===== src/rtl/mul_sequencer.sv =====
// Sequencer for the shared 32x32->64 multiplier: drives operands for LATENCY cycles, then captures HI/LO.
// Optional signed support is enabled by defining MUL_SIGNED_EN.
module mul_sequencer #(
    parameter int unsigned LATENCY   = 32,
    parameter logic [2:0]  MUL_CODE  = 3'b100,
    parameter logic [2:0]  IDLE_CODE = 3'b000
) (
    input  logic        clk,
    input  logic        rst,
    input  logic        start,
    input  logic        clr,
    input  logic [31:0] dataA,
    input  logic [31:0] dataB,
`ifdef MUL_SIGNED_EN
    input  logic        op_signed,
`endif
    output logic [2:0]  mul_signal,
    output logic [31:0] mul_a,
    output logic [31:0] mul_b,
    input  logic [63:0] mul_result,
    output logic        busy,
    output logic        done,
    output logic [31:0] hi,
    output logic [31:0] lo
);

    localparam int unsigned CNT_W = 6;
    localparam logic [CNT_W-1:0] CNT_LAST = CNT_W'(LATENCY - 1);

    typedef enum logic [1:0] {
        S_IDLE,
        S_RUN,
        S_CAPTURE,
        S_DONE
    } state_t;

    state_t           state;
    state_t           state_next;
    logic [CNT_W-1:0] cnt;
    logic [31:0]      op_a;
    logic [31:0]      op_b;
    logic [31:0]      op_a_next_c;
    logic [31:0]      op_b_next_c;
    logic [63:0]      product_c;

`ifdef MUL_SIGNED_EN
    logic neg;
    logic neg_next_c;

    // Signed requests multiply magnitudes; the sign is reapplied at capture.
    always_comb begin
        op_a_next_c = dataA;
        op_b_next_c = dataB;
        neg_next_c  = 1'b0;
        if (op_signed) begin
            op_a_next_c = dataA[31] ? 32'(-dataA) : dataA;
            op_b_next_c = dataB[31] ? 32'(-dataB) : dataB;
            neg_next_c  = dataA[31] ^ dataB[31];
        end
        product_c = neg ? 64'(-mul_result) : mul_result;
    end
`else
    always_comb begin
        op_a_next_c = dataA;
        op_b_next_c = dataB;
        product_c   = mul_result;
    end
`endif

    always_ff @(posedge clk or posedge rst) begin
        if (rst) state <= S_IDLE;
        else     state <= state_next;
    end

    always_comb begin
        state_next = state;
        case (state)
            S_IDLE:    if (start) state_next = S_RUN;
            S_RUN:     if (cnt == CNT_LAST) state_next = S_CAPTURE;
            S_CAPTURE: state_next = S_DONE;
            S_DONE:    state_next = S_IDLE;
            default:   state_next = S_IDLE;
        endcase
    end

    // Datapath registers; status outputs are registered from the next state so they align with it.
    always_ff @(posedge clk or posedge rst) begin
        if (rst) begin
            cnt        <= '0;
            op_a       <= '0;
            op_b       <= '0;
            hi         <= '0;
            lo         <= '0;
            mul_signal <= IDLE_CODE;
            busy       <= 1'b0;
            done       <= 1'b0;
`ifdef MUL_SIGNED_EN
            neg        <= 1'b0;
`endif
        end else begin
            case (state)
                S_IDLE: begin
                    if (clr) begin
                        hi <= '0;
                        lo <= '0;
                    end
                    if (start) begin
                        op_a <= op_a_next_c;
                        op_b <= op_b_next_c;
                        cnt  <= '0;
`ifdef MUL_SIGNED_EN
                        neg  <= neg_next_c;
`endif
                    end
                end
                S_RUN:     cnt <= cnt + CNT_W'(1);
                S_CAPTURE: {hi, lo} <= product_c;
                default:   ;
            endcase
            mul_signal <= (state_next == S_RUN) ? MUL_CODE : IDLE_CODE;
            busy       <= (state_next == S_RUN) || (state_next == S_CAPTURE);
            done       <= (state_next == S_DONE);
        end
    end

    assign mul_a = op_a;
    assign mul_b = op_b;

endmodule


===== config.mk =====
export PLATFORM = sky130hd
export DESIGN_NAME = mul_sequencer
export DESIGN_NICKNAME = d
export VERILOG_FILES = /design/src/rtl/mul_sequencer.sv
export SDC_FILE = /design/constraint.sdc
export NUM_CORES = 1
export LEC_CHECK = 0
export ABC_AREA = 1
export CORE_MARGIN = 3
export CORE_UTILIZATION = 55
export CTS_CLUSTER_SIZE = 10
export DETAILED_ROUTE_END_ITERATION = 6
export DONT_BUFFER_PORTS = 1
export MAX_ROUTING_LAYER = met4
export PLACE_DENSITY = 0.7
export SYNTH_ARGS = -nofsm -noshare
export SYNTH_HDL_FRONTEND = slang
export SYNTH_SLANG_ARGS = --single-unit

===== constraint.sdc =====
create_clock -name clk -period 5.6 [get_ports clk]
set_clock_uncertainty 0.1 [all_clocks]
set_input_delay 1.12 -clock clk [delete_from_list [all_inputs] [get_ports clk]]
set_output_delay 1.12 -clock clk [all_outputs]
set_load 0.01 [all_outputs]

==> qor.csv, run 1 <==
stage,metric,value,unit
worst_setup_path,crit path kind,reg -> reg,
routing,Initial DRT Pass Iterations,4,
timing,max_slew headroom,0.204,
timing,fmax,365,MHz
cts,clock sink count,139,
timing,final setup vio count,0,
timing,unrepaired setup endpoints after global routing,no,
timing,Worst Max-Slew Pin Slew,1.19,ns
synthesis,largest family of logic cells by synthesized area,simple AND/OR/NAND/NOR gates,
cts,Resize count post-CTS,0,
routing,post-DR wirelength/cell,17.7,µm
synthesis,multiplexer share of the synthesized area,0,
synthesis,Syn Std Cell Area,5580,µm²
global_route,total global routing overflow,0,
placed_design,IO buf count,0,
synthesis,warnings from Yosys,0,
power_and_ir_drop,Pint,0.00194,W
floorplan,Rows,36,
timing,Setup TNS Final,0,ns
global_route,Total Routing Usage GR,0.234,
routing,DRT Wirelength,13.2,mm
cts,H-Tree Depth,4,
timing,period utilisation layout,0.489,
routing,Final ANT Viol Nets,0,
global_route,vias in the first global route,3929,
worst_setup_path,crit end category,flip-flop,
finish,Diodes inserted,0,
finish,Post-Route Utilization,0.623,
power_and_ir_drop,PD cells,451,nW/µm²
cts,CTS max path bufs,2,
power_and_ir_drop,Logic pwr share,0.099,
flow_run,max-cap violations,0,
timing,final hold slack,0.441,ns
cts,hold_buf cts,0,
power_and_ir_drop,Clk pwr share,0.394,
floorplan,width of the die,107,µm
worst_setup_path,worst path arrival time,3.08,ns
power_and_ir_drop,Net Sw Frac,0.298,
routing,Vias/cell,5.48,
synthesis,mean post-synth cell area,9.02,µm²
synthesis,post-synthesis simple-gate area fraction,0.311,
cts,Num CTS Buffers,17,
floorplan,Die H,107,µm
timing,setup ws final,2.86,ns
global_route,first-pass GRT wire length,20.2,mm
synthesis,post-synth cell types,19,
power_and_ir_drop,total power,0.00276,W
cts,worst skew pair latency,0.51,ns
timing,Final Hold Viols,0,
routing,Post-route DRC,0,
worst_setup_path,CP max FO,66,
placed_design,hpwl dp,8.80,mm
routing,Initial DRC Count,325,
power_and_ir_drop,VDD IR max,0.204,mV
finish,Final Net Count,732,
cts,root cell of the clock tree,clkbuf_8,
worst_setup_path,element type at the critical path start,flip-flop,
cts,clk slew on worst S/H paths,0.06,ns
outcome,status,"complete, no violations",
finish,Syn-to-layout area delta,9.61,%
worst_setup_path,CP required,5.94,ns
synthesis,fraction of the mapped netlist area in adder cells,0.00448,
cts,CTS tree,yes,
floorplan,Core Area,9820,µm²
placed_design,pre-CTS WS,2.86,ns
global_route,initial antenna violation count,0,
power_and_ir_drop,Pleak,3.30,nW
routing,via count,4077,
floorplan,num ports,265,
synthesis,Synth Area in Compound Gates,0.00627,
synthesis,Yosys reg bits,139,
min_path,HP Class,reg -> reg,
global_route,pin count of the biggest net entering global routing,91,
synthesis,Synth Area in XOR/XNOR,0.00157,
floorplan,initial core utilization,0.569,
timing,max-slew violation count,0,
synthesis,"Seq/Total Area, Yosys",0.623,
power_and_ir_drop,switching pwr,0.000824,W
finish,share of post-route cells with drive strength above 1,0.0687,
power_and_ir_drop,Flop pwr share,0.507,
floorplan,Die Area,11400,µm²
synthesis,Mapped Cells,619,
cts,post-CTS setup buffers,0,
placed_design,RePlAce Congestion,0.799,
timing,fin crit period,2.74,ns
## cell type report
class | instances | area [µm²]
multi-input cells | 426 | 1820
inverters | 11 | 46.3
clock buffers | 18 | 428
well taps | 133 | 166
repair buffers | 3 | 22.5
fillers | 857 | 3700
clock inverters | 14 | 161
flip-flops and latches | 139 | 3480
## power groups by stage
stage               registers [W]  clock network [W]  logic, W
finish                    0.00140            0.00109  0.000272
floorplan                 0.00137                  0  0.000243
detailed placement        0.00142                  0  0.000278
CTS                       0.00140            0.00111  0.000278
global placement          0.00142                  0  0.000259
global route              0.00142            0.00116  0.000329
## layout by cell type, fill, tap and decap left out, drive strengths merged
master,n
ha,2
o21ai,6
a21oi,1
dfrtp,139
bufinv,2
buf,3
clkinvlp,2
nor2,4
clkbuf,18
nand4,1
xnor2,1
nand3,136
conb,2
nand2,273
inv,15
clkinv,6
## state kept, by name (all words and copies together), names as in the netlist, 2 cells and up
| register | count |
|---|---|
| cnt | 6 |
| lo | 32 |
| hi | 32 |
| mul_b | 32 |
| state | 2 |
| mul_a | 32 |
## path summary, 6_finish.rpt
| check | depth (start not counted) | from | slack, ns | endpoint |
|---|---|---|---|---|
| setup / recovery | 5 | state[0]$_DFF_PP0_ | 2.86 | hi[31]$_DFFE_PP0P_ |
| min in group asynchronous | 1 | rst | 0.52 | lo[6]$_DFFE_PP0P_ |
| hold reg to reg | 1 | cnt[0]$_DFFE_PP0P_ | 0.44 | cnt[0]$_DFFE_PP0P_ |
| setup reg to reg | 5 | state[0]$_DFF_PP0_ | 2.86 | hi[31]$_DFFE_PP0P_ |
| max in group asynchronous | 2 | rst | 3.71 | lo[15]$_DFFE_PP0P_ |
| hold / removal | 1 | cnt[0]$_DFFE_PP0P_ | 0.44 | cnt[0]$_DFFE_PP0P_ |
## synthesized netlist by cell type, drive strengths merged
cell type / instances / area, µm²
a21oi: 1 / 5.00
buf: 39 / 239
clkbuf: 5 / 18.8
conb: 1 / 3.75
dfrtp: 139 / 3480
ha: 2 / 25.0
inv: 11 / 41.3
nand2: 273 / 1030
nand3: 136 / 681
nand4: 1 / 6.26
nor2: 4 / 17.5
o21ai: 6 / 30.0
xnor2: 1 / 8.76
## stage by stage
step	cells	instance area (µm²)
after floorplan	620	5590
after global placement	712	5530
after detailed placement	712	5530
after CTS	744	6120
after global routing	744	6120
final	744	6120
## critical path, stage by stage (launching register included)
cell     delay (ns)
dfrtp_1        0.42
inv_2          0.10
nand2_2        0.65
inv_2          1.08
nand2_1        0.16
nand2_1        0.12
## cells by family after synthesis
logic type,count (synthesis)
AND/OR/NAND/NOR,414
flip-flops,139
buffers and inverters,55
AO/OA/AOI/OAI,7
adder cells (fa/ha/maj),2
XOR/XNOR,1
other,1
## routing by layer
metal | track usage | part of all wire | vias up
met3 | 0.0867 | 0.10 | 20
met4 | 0.0840 | 0.017 | 0
li1 | - | - | 1935
met2 | 0.365 | 0.50 | 189
met5 | - | 0 | -
met1 | 0.283 | 0.39 | 1933
Note: power is estimated with default switching activity, not from simulation.
==> run 2, diff against run 1 <==
Clock period 5.6 ns to 2.8 ns, I/O delays scaled along.
==> run 2 against run 1 <==
Die area did not move. Clock power up 130%. Largest power group unchanged. Fmax up 49%. Highest routed layer unchanged. Non-clock buffer count increased by 5. Cell area up 2.7%. Critical endpoint is now hi[20]$_DFFE_PP0P_. Via count is 0.86% higher. Global-route usage grew 0.42 points.
==> qor.csv, run 2 (synthesized netlist as in run 1, its figures left out) <==
stage,metric,value,unit,change
outcome,status,"complete, no violations",,unchanged
cts,CTS tree,yes,,unchanged
timing,Setup TNS Final,0,ns,unchanged
floorplan,Die Area,11400,µm²,unchanged
cts,post-CTS setup buffers,0,,unchanged
cts,H-Tree Depth,4,,unchanged
flow_run,max-cap violations,0,,unchanged
floorplan,num ports,265,,unchanged
timing,final hold slack,0.0585,ns,was 0.441 ns
routing,Initial DRC Count,387,,was 325
timing,max-slew violation count,0,,unchanged
worst_setup_path,CP max FO,64,,was 66
routing,Initial DRT Pass Iterations,4,,unchanged
routing,met3 routed WL,1.35,mm,was 1.33 mm
finish,Diodes inserted,0,,unchanged
floorplan,Rows,36,,unchanged
power_and_ir_drop,VDD IR max,0.388,mV,was 0.204 mV
routing,WL met1,5.06,mm,was 5.10 mm
timing,unrepaired setup endpoints after global routing,no,,unchanged
cts,clock sink count,139,,unchanged
cts,clk slew on worst S/H paths,0.06,ns,about the same
worst_setup_path,Crit path largest cell delay,0.50,ns,was 1.08 ns
finish,most frequent cells in the layout,"nand2_1, dfrtp_1, nand3_1",,unchanged
power_and_ir_drop,Pleak,3.38,nW,was 3.30 nW
finish,"most common cell after layout, fill and taps aside",nand2_1,,unchanged
routing,wire length on met2,6.43,mm,was 6.53 mm
worst_setup_path,crit end category,flip-flop,,unchanged
worst_setup_path,"reg-to-reg slack, setup",0.96,ns,was 2.86 ns
global_route,Total Routing Usage GR,0.239,,was 0.234
worst_setup_path,RR Startpoint,state[0]$_DFF_PP0_,,unchanged
cts,worst skew pair latency,0.51,ns,about the same
worst_setup_path,CP required,3.15,ns,was 5.94 ns
floorplan,Core Area,9820,µm²,unchanged
timing,period utilisation layout,0.659,,was 0.489
cts,root cell of the clock tree,clkbuf_8,,unchanged
floorplan,initial core utilization,0.569,,unchanged
worst_setup_path,worst path bufs/invs,3,,was 2
routing,DRT Wirelength,13.1,mm,was 13.2 mm
global_route,total global routing overflow,0,,unchanged
worst_setup_path,worst path arrival time,2.20,ns,was 3.08 ns
routing,Vias/cell,5.49,,was 5.48
timing,fmax,542,MHz,was 365 MHz
placed_design,RePlAce Congestion,0.784,,was 0.799
finish,final instance area,6290,µm²,was 6120 µm²
finish,share of post-route cells with drive strength above 1,0.0698,,was 0.0687
placed_design,IO buf count,0,,unchanged
global_route,initial antenna violation count,0,,unchanged
worst_setup_path,worst r2r path cells,6,,was 5
routing,Post-route DRC,0,,unchanged
finish,Final Net Count,737,,was 732
timing,Final Hold Viols,0,,unchanged
timing,setup ws final,0.956,ns,was 2.86 ns
worst_setup_path,critical path's slowest cell,buf_4,,was inv_2
timing,Worst Max-Slew Pin Slew,0.681,ns,was 1.19 ns
global_route,first-pass GRT wire length,20.4,mm,was 20.2 mm
cts,CTS max path bufs,2,,unchanged
cts,Num CTS Buffers,17,,unchanged
routing,via count,4112,,was 4077
global_route,vias in the first global route,4000,,was 3929
finish,Syn-to-layout area delta,12.6,%,was 9.61%
min_path,hold path startpoint,mul_result[43],,was cnt[0]$_DFFE_PP0P_
min_path,Hold Crit Endpoint,hi[11]$_DFFE_PP0P_,,was cnt[0]$_DFFE_PP0P_
worst_setup_path,Top Family by Delay on Critical Path,buffers and inverters,,unchanged
min_path,HP Class,in -> reg,,was reg -> reg
routing,Final ANT Viol Nets,0,,unchanged
worst_setup_path,CP cell instances,inv_2 -> nand2_2 -> inv_2 -> buf_4 -> nand2_1 -> nand2_1,,was inv_2 -> nand2_2 -> inv_2 -> nand2_1 -> nand2_1
finish,Post-Route Utilization,0.640,,was 0.623
floorplan,Die H,107,µm,unchanged
timing,final setup vio count,0,,unchanged
worst_setup_path,element type at the critical path start,flip-flop,,unchanged
routing,post-DR wirelength/cell,17.4,µm,was 17.7 µm
power_and_ir_drop,PD cells,938,nW/µm²,was 451 nW/µm²
placed_design,pre-CTS WS,0.931,ns,was 2.86 ns
placed_design,hpwl dp,8.96,mm,was 8.80 mm
timing,max_slew headroom,0.545,,was 0.204
placed_design,Placement Cell Area,5600,µm²,was 5530 µm²
worst_setup_path,FF-to-FF End,hi[20]$_DFFE_PP0P_,,was hi[31]$_DFFE_PP0P_
worst_setup_path,crit path kind,reg -> reg,,unchanged
timing,fin crit period,1.84,ns,was 2.74 ns
floorplan,width of the die,107,µm,unchanged
global_route,pin count of the biggest net entering global routing,68,,was 91
routing,Top Metal Used,met4,,unchanged
min_path,Hold Crit Depth,2,,was 1
-- run 2: cell type report --
cell class / count / area [µm²]
Clock buffer: 21 / 439
Inverter: 11 / 45.0
Multi-Input combinational cell: 426 / 1820
Sequential cell: 139 / 3480
Tap cell: 133 / 166
Fill cell: 805 / 3530
Timing Repair Buffer: 8 / 100
Clock inverter: 11 / 240
-- run 2: routing by layer --
layer,GRT usage,vias up
met1,0.290,1941
met4,0.0886,0
met5,-,-
met2,0.362,205
li1,-,1947
met3,0.0963,19
-- run 2: worst max-delay path by stage --
stage | from | endpoint | slack, ns | cells after the start
4_1_cts | state[0]$_DFF_PP0_ | hi[20]$_DFFE_PP0P_ | 0.93 | 6
3_5_place_dp | state[0]$_DFF_PP0_ | hi[20]$_DFFE_PP0P_ | 0.93 | 6
2_1_floorplan | rst | busy$_DFF_PP0_ | 0.40 | 1
5_1_grt | state[0]$_DFF_PP0_ | lo[7]$_DFFE_PP0P_ | 0.78 | 6
3_3_place_gp | clr | hi[15]$_DFFE_PP0P_ | 1.01 | 4
6_report | state[0]$_DFF_PP0_ | hi[20]$_DFFE_PP0P_ | 0.96 | 6
-- run 2: report_power, final --
part	total, W	internal (W)	switching [W]
sequential	0.00280	0.00237	0.000430
clock	0.00255	0.00174	0.000810
combinational	0.000550	0.000207	0.000344
-- run 2: worst reg2reg max path: stages (launching register included) --
cell	delay [ns]
dfrtp_1	0.42
inv_2	0.09
nand2_2	0.27
inv_2	0.14
buf_4	0.50
nand2_1	0.16
nand2_1	0.10
-- run 2: stage by stage --
step | instances | total power, W
2_1_floorplan | 620 | 0.00323
3_3_place_gp | 716 | 0.00336
3_5_place_dp | 716 | 0.00340
4_1_cts | 749 | 0.00597
5_1_grt | 749 | 0.00621
6_report | 749 | 0.00590
-- run 2: timing repair --
action                    CTS  global route
hold buffers                1             0
hold endpoints to repair   26             0
gates resized for setup     0             0
==> run 3, diff against run 2 <==
Settings changed: PLACE_DENSITY 0.7 to 0.73.
Clock period 2.8 ns to 1.5 ns, I/O delays scaled along.
==> run 3 against run 2 <==
The run now ends with hold timing, setup timing left. Total power rose by 82%. Cell area up 22%. First-iteration DRC count is 12% higher. Die area unchanged. Clock power is 56% higher. Setup slack got worse by 0.99 ns. Count of clock-buffer cells in the layout is 3 lower. Critical path depth up 2. Hold slack got worse by 0.22 ns. Critical endpoint is now busy$_DFF_PP0_. Largest cell class unchanged.
==> qor.csv, run 3 (synthesized netlist as in run 1, its figures left out) <==
stage,metric,value,unit,change
outcome,status,"complete, but fails checks",,"was complete, no violations"
outcome,failing checks,"hold timing, setup timing",,
cts,clock sink count,139,,unchanged
routing,Initial DRC Count,435,,was 387
finish,Diodes inserted,0,,unchanged
cts,CTS max path bufs,2,,unchanged
timing,fmax,650,MHz,was 542 MHz
floorplan,num ports,265,,unchanged
timing,Final Hold Viols,66,,was 0
cts,worst skew pair latency,0.52,ns,was 0.51 ns
floorplan,Die H,107,µm,unchanged
worst_setup_path,FF-to-FF End,busy$_DFF_PP0_,,was hi[20]$_DFFE_PP0P_
routing,DRT Wirelength,16.3,mm,was 13.1 mm
timing,final setup vio count,1,,was 0
worst_setup_path,crit path kind,reg -> reg,,unchanged
global_route,pin count of the biggest net entering global routing,68,,unchanged
global_route,total global routing overflow,0,,unchanged
routing,post-DR wirelength/cell,18.3,µm,was 17.4 µm
routing,Post-route DRC,0,,unchanged
finish,most frequent cells in the layout,"nand2_1, dfrtp_1, nand3_1",,unchanged
timing,final hold slack,-0.165,ns,was 0.0585 ns
timing,period utilisation layout,1.03,,was 0.659
cts,H-Tree Depth,4,,unchanged
worst_setup_path,Setup crit start,cnt[1]$_DFFE_PP0P_,,was state[0]$_DFF_PP0_
finish,"most common cell after layout, fill and taps aside",nand2_1,,unchanged
global_route,Total Routing Usage GR,0.296,,was 0.239
finish,share of post-route cells with drive strength above 1,0.0831,,was 0.0698
floorplan,Core Area,9820,µm²,unchanged
finish,final instance area,7660,µm²,was 6290 µm²
floorplan,initial core utilization,0.569,,unchanged
global_route,initial antenna violation count,0,,unchanged
flow_run,max-cap violations,0,,unchanged
floorplan,Die Area,11400,µm²,unchanged
power_and_ir_drop,PD cells,1400,nW/µm²,was 938 nW/µm²
floorplan,width of the die,107,µm,unchanged
min_path,HP Class,in -> reg,,unchanged
worst_setup_path,worst r2r path cells,8,,was 6
placed_design,Placement Cell Area,5770,µm²,was 5600 µm²
worst_setup_path,CP required,1.81,ns,was 3.15 ns
global_route,vias in the first global route,5017,,was 4000
floorplan,Rows,36,,unchanged
cts,hold_buf cts,129,,was 1
timing,setup ws final,-0.0380,ns,was 0.956 ns
routing,Vias/cell,5.57,,was 5.49
power_and_ir_drop,Pleak,3.95,nW,was 3.38 nW
cts,Num CTS Buffers,17,,unchanged
timing,fin crit period,1.54,ns,was 1.84 ns
cts,root cell of the clock tree,clkbuf_8,,unchanged
worst_setup_path,crit end category,flip-flop,,unchanged
placed_design,hpwl dp,9.46,mm,was 8.96 mm
finish,Syn-to-layout area delta,37.1,%,was 12.6%
routing,via count,4961,,was 4112
worst_setup_path,"reg-to-reg slack, setup",-0.04,ns,was 0.96 ns
routing,Initial DRT Pass Iterations,6,,was 4
finish,Final Net Count,880,,was 737
worst_setup_path,worst path arrival time,1.85,ns,was 2.20 ns
cts,CTS tree,yes,,unchanged
placed_design,IO buf count,0,,unchanged
worst_setup_path,RR Startpoint,cnt[1]$_DFFE_PP0P_,,was state[0]$_DFF_PP0_
timing,unrepaired setup endpoints after global routing,yes,,was no
worst_setup_path,worst setup path endpoint,busy$_DFF_PP0_,,was hi[20]$_DFFE_PP0P_
power_and_ir_drop,VDD IR max,0.727,mV,was 0.388 mV
worst_setup_path,CP max FO,3,,was 64
routing,Final ANT Viol Nets,0,,unchanged
timing,Setup TNS Final,-0.0380,ns,was 0 ns
placed_design,RePlAce Congestion,0.751,,was 0.784
global_route,first-pass GRT wire length,25.7,mm,was 20.4 mm
worst_setup_path,element type at the critical path start,flip-flop,,unchanged
cts,clk slew on worst S/H paths,0.06,ns,about the same
timing,max-slew violation count,0,,unchanged
placed_design,pre-CTS WS,-0.00313,ns,was 0.931 ns
## run 3: timing repair
item                       4_1_cts  5_1_grt
cloned                           0        0
buffers inserted                 0        0
pin swaps                        0        3
resized for setup                1        4
setup endpoints to repair        1        1
hold endpoints to repair       259       66
## run 3: stage by stage
step	power (W)	hold slack [ns]	instances	util
4_1_cts	0.0107	-0.182	891	0.778
3_3_place_gp	0.00637	0.0550	731	0.588
3_5_place_dp	0.00645	0.0578	731	0.588
6_report	0.0108	-0.165	891	0.780
2_1_floorplan	0.00603	0.317	620	-
5_1_grt	0.0113	-0.176	891	0.780
## run 3: layer usage
layer	part of all wire	wire (µm)	global-route usage	up-vias
met4	0.036	590	0.153	0
met2	0.51	8300	0.476	320
met3	0.097	1580	0.0855	61
li1	-	-	-	2225
met5	0	0	-	-
met1	0.36	5810	0.340	2355
## run 3: worst min path at each step
stage	slack [ns]	endpoint	startpoint	depth (start not counted)
finish	-0.17	mul_a[24]$_DFFE_PP0P_	start	2
global route	-0.18	mul_a[10]$_DFFE_PP0P_	start	2
CTS	-0.18	mul_a[6]$_DFFE_PP0P_	start	2
detailed placement	0.06	mul_b[2]$_DFFE_PP0P_	rst	1
global placement	0.05	mul_b[2]$_DFFE_PP0P_	rst	1
floorplan	0.32	hi[0]$_DFFE_PP0P_	mul_result[32]	2
## run 3: where the power goes
group	leakage (nW)	internal, W	switching, W
clock network	0.270	0.00241	0.00158
registers	1.81	0.00442	0.000846
logic	1.88	0.000691	0.000809
total	3.95	0.00752	0.00324
## run 3: worst max-delay path: stages (launching register included)
cell and delay (ns):
dfrtp_1 0.37, ha_2 0.23, nand3_4 0.10, nor2_4 0.14, nand2_1 0.06, nand2_1 0.08, inv_1 0.05, ha_1 0.27
inv_1 0.04
## run 3: layout make-up
cell class / instances / area (µm²)
Clock buffer: 18 / 428
Clock inverter: 13 / 144
Fill cell: 589 / 2160
Inverter: 11 / 45.0
Multi-Input combinational cell: 426 / 1840
Sequential cell: 139 / 3480
Tap cell: 133 / 166
Timing Repair Buffer: 151 / 1560
==> patch 1, RTL diff (settings of run 3) <==
The output `mul_signal` loses its register stage (`mul_signal` becomes a continuous assignment).
--- a/src/rtl/mul_sequencer.sv
+++ b/src/rtl/mul_sequencer.sv
@@ -92,5 +92,4 @@
             hi         <= '0;
             lo         <= '0;
-            mul_signal <= IDLE_CODE;
             busy       <= 1'b0;
             done       <= 1'b0;
@@ -118,9 +117,10 @@
                 default:   ;
             endcase
-            mul_signal <= (state_next == S_RUN) ? MUL_CODE : IDLE_CODE;
             busy       <= (state_next == S_RUN) || (state_next == S_CAPTURE);
             done       <= (state_next == S_DONE);
         end
     end
+
+    assign mul_signal = (state_next == S_RUN) ? MUL_CODE : IDLE_CODE;
 
     assign mul_a = op_a;
Behaviour: not the same (Yosys sat finds a counterexample within 4 cycles, from zero or initial values and one cycle with rst high).
==> patch 1 against run 3 <==
- critical endpoint is now mul_signal[2]
- worst setup slack lost 0.49 ns
- routed wire length rose by 1.8%
- sequential cell count decreased by 1
- count of clock-buffer cells in the layout grew 2
- area after synthesis is 0.58% lower
- design area is 0.11% lower
- the flow still finishes with violations (hold timing, setup timing)
- synthesized cell count shrank 0.16%
- largest power group unchanged
- power grew 2.9%
- global-route usage increased by 0.35 points
- register-to-register slack improved by 0.03 ns
==> patch 1: results <==
[status]
status = finished with violations
violations = hold timing, setup timing

[detailed_routing]
wl_met2_um = 8580
routed_wl_um = 16600
routed_via_density = 5.60
wl_met1_um = 5850
drtIter0Drc = 443
dr_wl_met3_um = 1610

[global_route]
global_route.usage.met2_pct = 51.0
use_met3_pct = 10.4
grt_pass1_wl_um = 25700

[clocking]
clock_sinks = 138

[finish]
multi_input_area_share_pct = 24.5
final_nets = 876
area_delta_synth_final_pct = 37.8
clkbuf_count = 20
clk_share_pct = 7.74
seq-cell-share_pct = 45.1

[yosys]
synthTopCellsByCount = nand2_1, dfrtp_1, nand3_1
syn_inst = 618

[critical_path]
criticalPathCategory = flip-flop to output pin
reg2reg_from = cnt[0]
slowest_delay_ns = 0.40

[pwr]
leakage_nw = 3.93
switching_power_mw = 3.26
pg_comb_mw = 1.70
switching_share_pct = 29.5
vdd_ir_drop_max_mv = 0.925
clock_power_mw = 4.12

[sta]
hold_ws_ns = -0.159
post-route-worst-setup-slack_ns = -0.533
hold_violations = 66
setup_violations = 2

[place]
pre_cts_slack_ns = -0.0841
placedCellCount = 722
gp_congestion = 0.768
## patch 1: cells by family (layout without fill, tap and decap cells)
group | Yosys count | in the layout | share of synthesized area, %
compound gates | 7 | 7 | 0.631
xor+xnor | 1 | 1 | 0.158
fa+ha+maj | 2 | 2 | 0.451
buf+inv | 55 | 190 | 5.25
flops | 138 | 138 | 62.2
other cells | 1 | 2 | 0.0675
simple gates | 414 | 414 | 31.2
## patch 1: path summary, 6_finish.rpt
check	endpoint	slack [ns]	cells after the start
setup / recovery	mul_signal[2]	-0.53	7
min in group asynchronous	mul_b[15]	0.30	3
max in group asynchronous	cnt[5]	0.64	3
setup reg to reg	cnt[2]	-0.01	7
hold / removal	mul_a[9]	-0.16	2
hold reg to reg	cnt[5]	0.45	3
## patch 1: what timing repair did
action                     in CTS  in global routing
gates resized for setup         0                 10
hold endpoints to repair      268                 66
pin swaps                       3                  3
buffers inserted                2                  3
setup endpoints to repair       2                  2
==> patch 2, RTL diff (flow settings as in run 3) <==
Without the edit above. Add a define of `MUL_SIGNED_EN`.
--- a/src/rtl/mul_sequencer.sv
+++ b/src/rtl/mul_sequencer.sv
@@ -1,4 +1,6 @@
 // Sequencer for the shared 32x32->64 multiplier: drives operands for LATENCY cycles, then captures HI/LO.
 // Optional signed support is enabled by defining MUL_SIGNED_EN.
+`define MUL_SIGNED_EN
+
 module mul_sequencer #(
     parameter int unsigned LATENCY   = 32,
Interface: changed (added op_signed); port bits go from 265 to 266. The function was not compared with the original's and may differ.
==> patch 2 against run 3 <==
- the run ends with DRC, hold timing, setup timing left
- routed wire length is 110% higher
- area after synthesis grew 64%
- power increased by 55%
- sequential cell count up 1
- clock power is 11% higher
- worst setup slack lost 0.14 ns
- count of clock-buffer cells in the layout up 1
- design area increased by 58%
- critical path type unchanged
- critical endpoint unchanged
- largest cell class is now multi-input combinational cells
==> patch 2: results <==
[global_route]
globalRouteTotalUtil_pct = 38.0
grt_max_degree = 65
grt_pass1_vias = 10300

[critical_path]
worst-path-max-fanout = 2
reg2reg_from = cnt[0]
crit_arrival_ns = 1.90

[detailed_routing]
drc = 6
drt_first_pass_iters = 7
routed_via_density = 5.71
routedWlPerCell_um = 18.5

[finish]
fin_cells = 1857
regArea_mm2 = 0.00350
fillers = 1298
final_nets = 1766

[yosys]
synthTopCellsByArea = dfrtp_1, nand2_1, nand3_1, nor2_1, o21ai_0
yosys.cell_types.count = 33
synth.avg_cell_area_um2 = 6.42
yosysSeqAreaShare_pct = 38.2
synthTopCellsByCount = nand2_1, nor2_1, nand3_1

[place]
gp_congestion = 1.12
placedCellCount = 1714
hpwl_um = 24100
dpl_cell_area_mm2 = 0.0102

[clocking]
clockRootBuffer = clkbuf_16
clkLatencyLatePin_ns = 0.43
post_cts_buffers = 1
cts_resized = 4
postCtsHoldBufs = 104

[status]
status = finished with violations
violations = DRC, hold timing, setup timing

[sta]
setup_violations = 3
setup_tns_ns = -0.218
hold_ws_ns = -0.0104
post-route-worst-setup-slack_ns = -0.174
hold_violations = 2

[pwr]
vdd_ir_drop_max_mv = 0.980
leakage_nw = 5.90
-- patch 2: power breakdown --
part	internal [mW]	switching [mW]
Combinational	2.26	3.26
Clock	2.67	1.77
Sequential	5.04	1.65
Total	9.97	6.68
-- patch 2: per-layer routing --
layer	vias to the layer above	wire, um	GRT usage, %	part of all wire [%]
li1	4966	-	-	-
met1	4883	12700	43.3	37
met2	607	16200	61.9	47
met3	143	3760	11.9	11
met4	0	1680	16.2	4.9
met5	-	0	-	0
-- patch 2: final timing paths --
path	cells after the start	endpoint	slack (ns)
hold / removal	3	hi[11]	-0.01
setup / recovery	10	busy	-0.17
hold reg to reg	2	mul_a[21]	0.45
setup reg to reg	10	busy	-0.17
max in group asynchronous	3	mul_b[16]	0.47
min in group asynchronous	3	lo[24]	0.38
-- patch 2: metrics by stage --
step / worst slack, ns / hold slack, ns
after global placement: -0.322 / 0.211
after floorplan: -0.649 / 0.342
after global routing: -0.220 / 0.00650
after detailed placement: -0.304 / 0.211
final: -0.174 / -0.0104
after CTS: -0.150 / 0.000173
-- patch 2: cell type report --
class / instances / area share, %
clock inverter: 13 / 1.37
clock buffer: 19 / 3.67
inverter: 108 / 3.41
timing repair buffer: 223 / 17.5
multi-input combinational: 1138 / 42.8
sequential: 140 / 29.0
tap: 216 / 2.24
-- patch 2: cell families (layout without fill, tap and decap cells) --
kind of cell    count (synthesis)  count (layout)  synth area share [%]
buf+inv                       152             363                  6.58
fa+ha+maj                       5               5                 0.682
compound gates                156             156                  9.14
simple gates                  952             952                  43.2
flops                         140             140                  38.2
other cells                     1               2                0.0409
xor+xnor                       23              23                  2.20
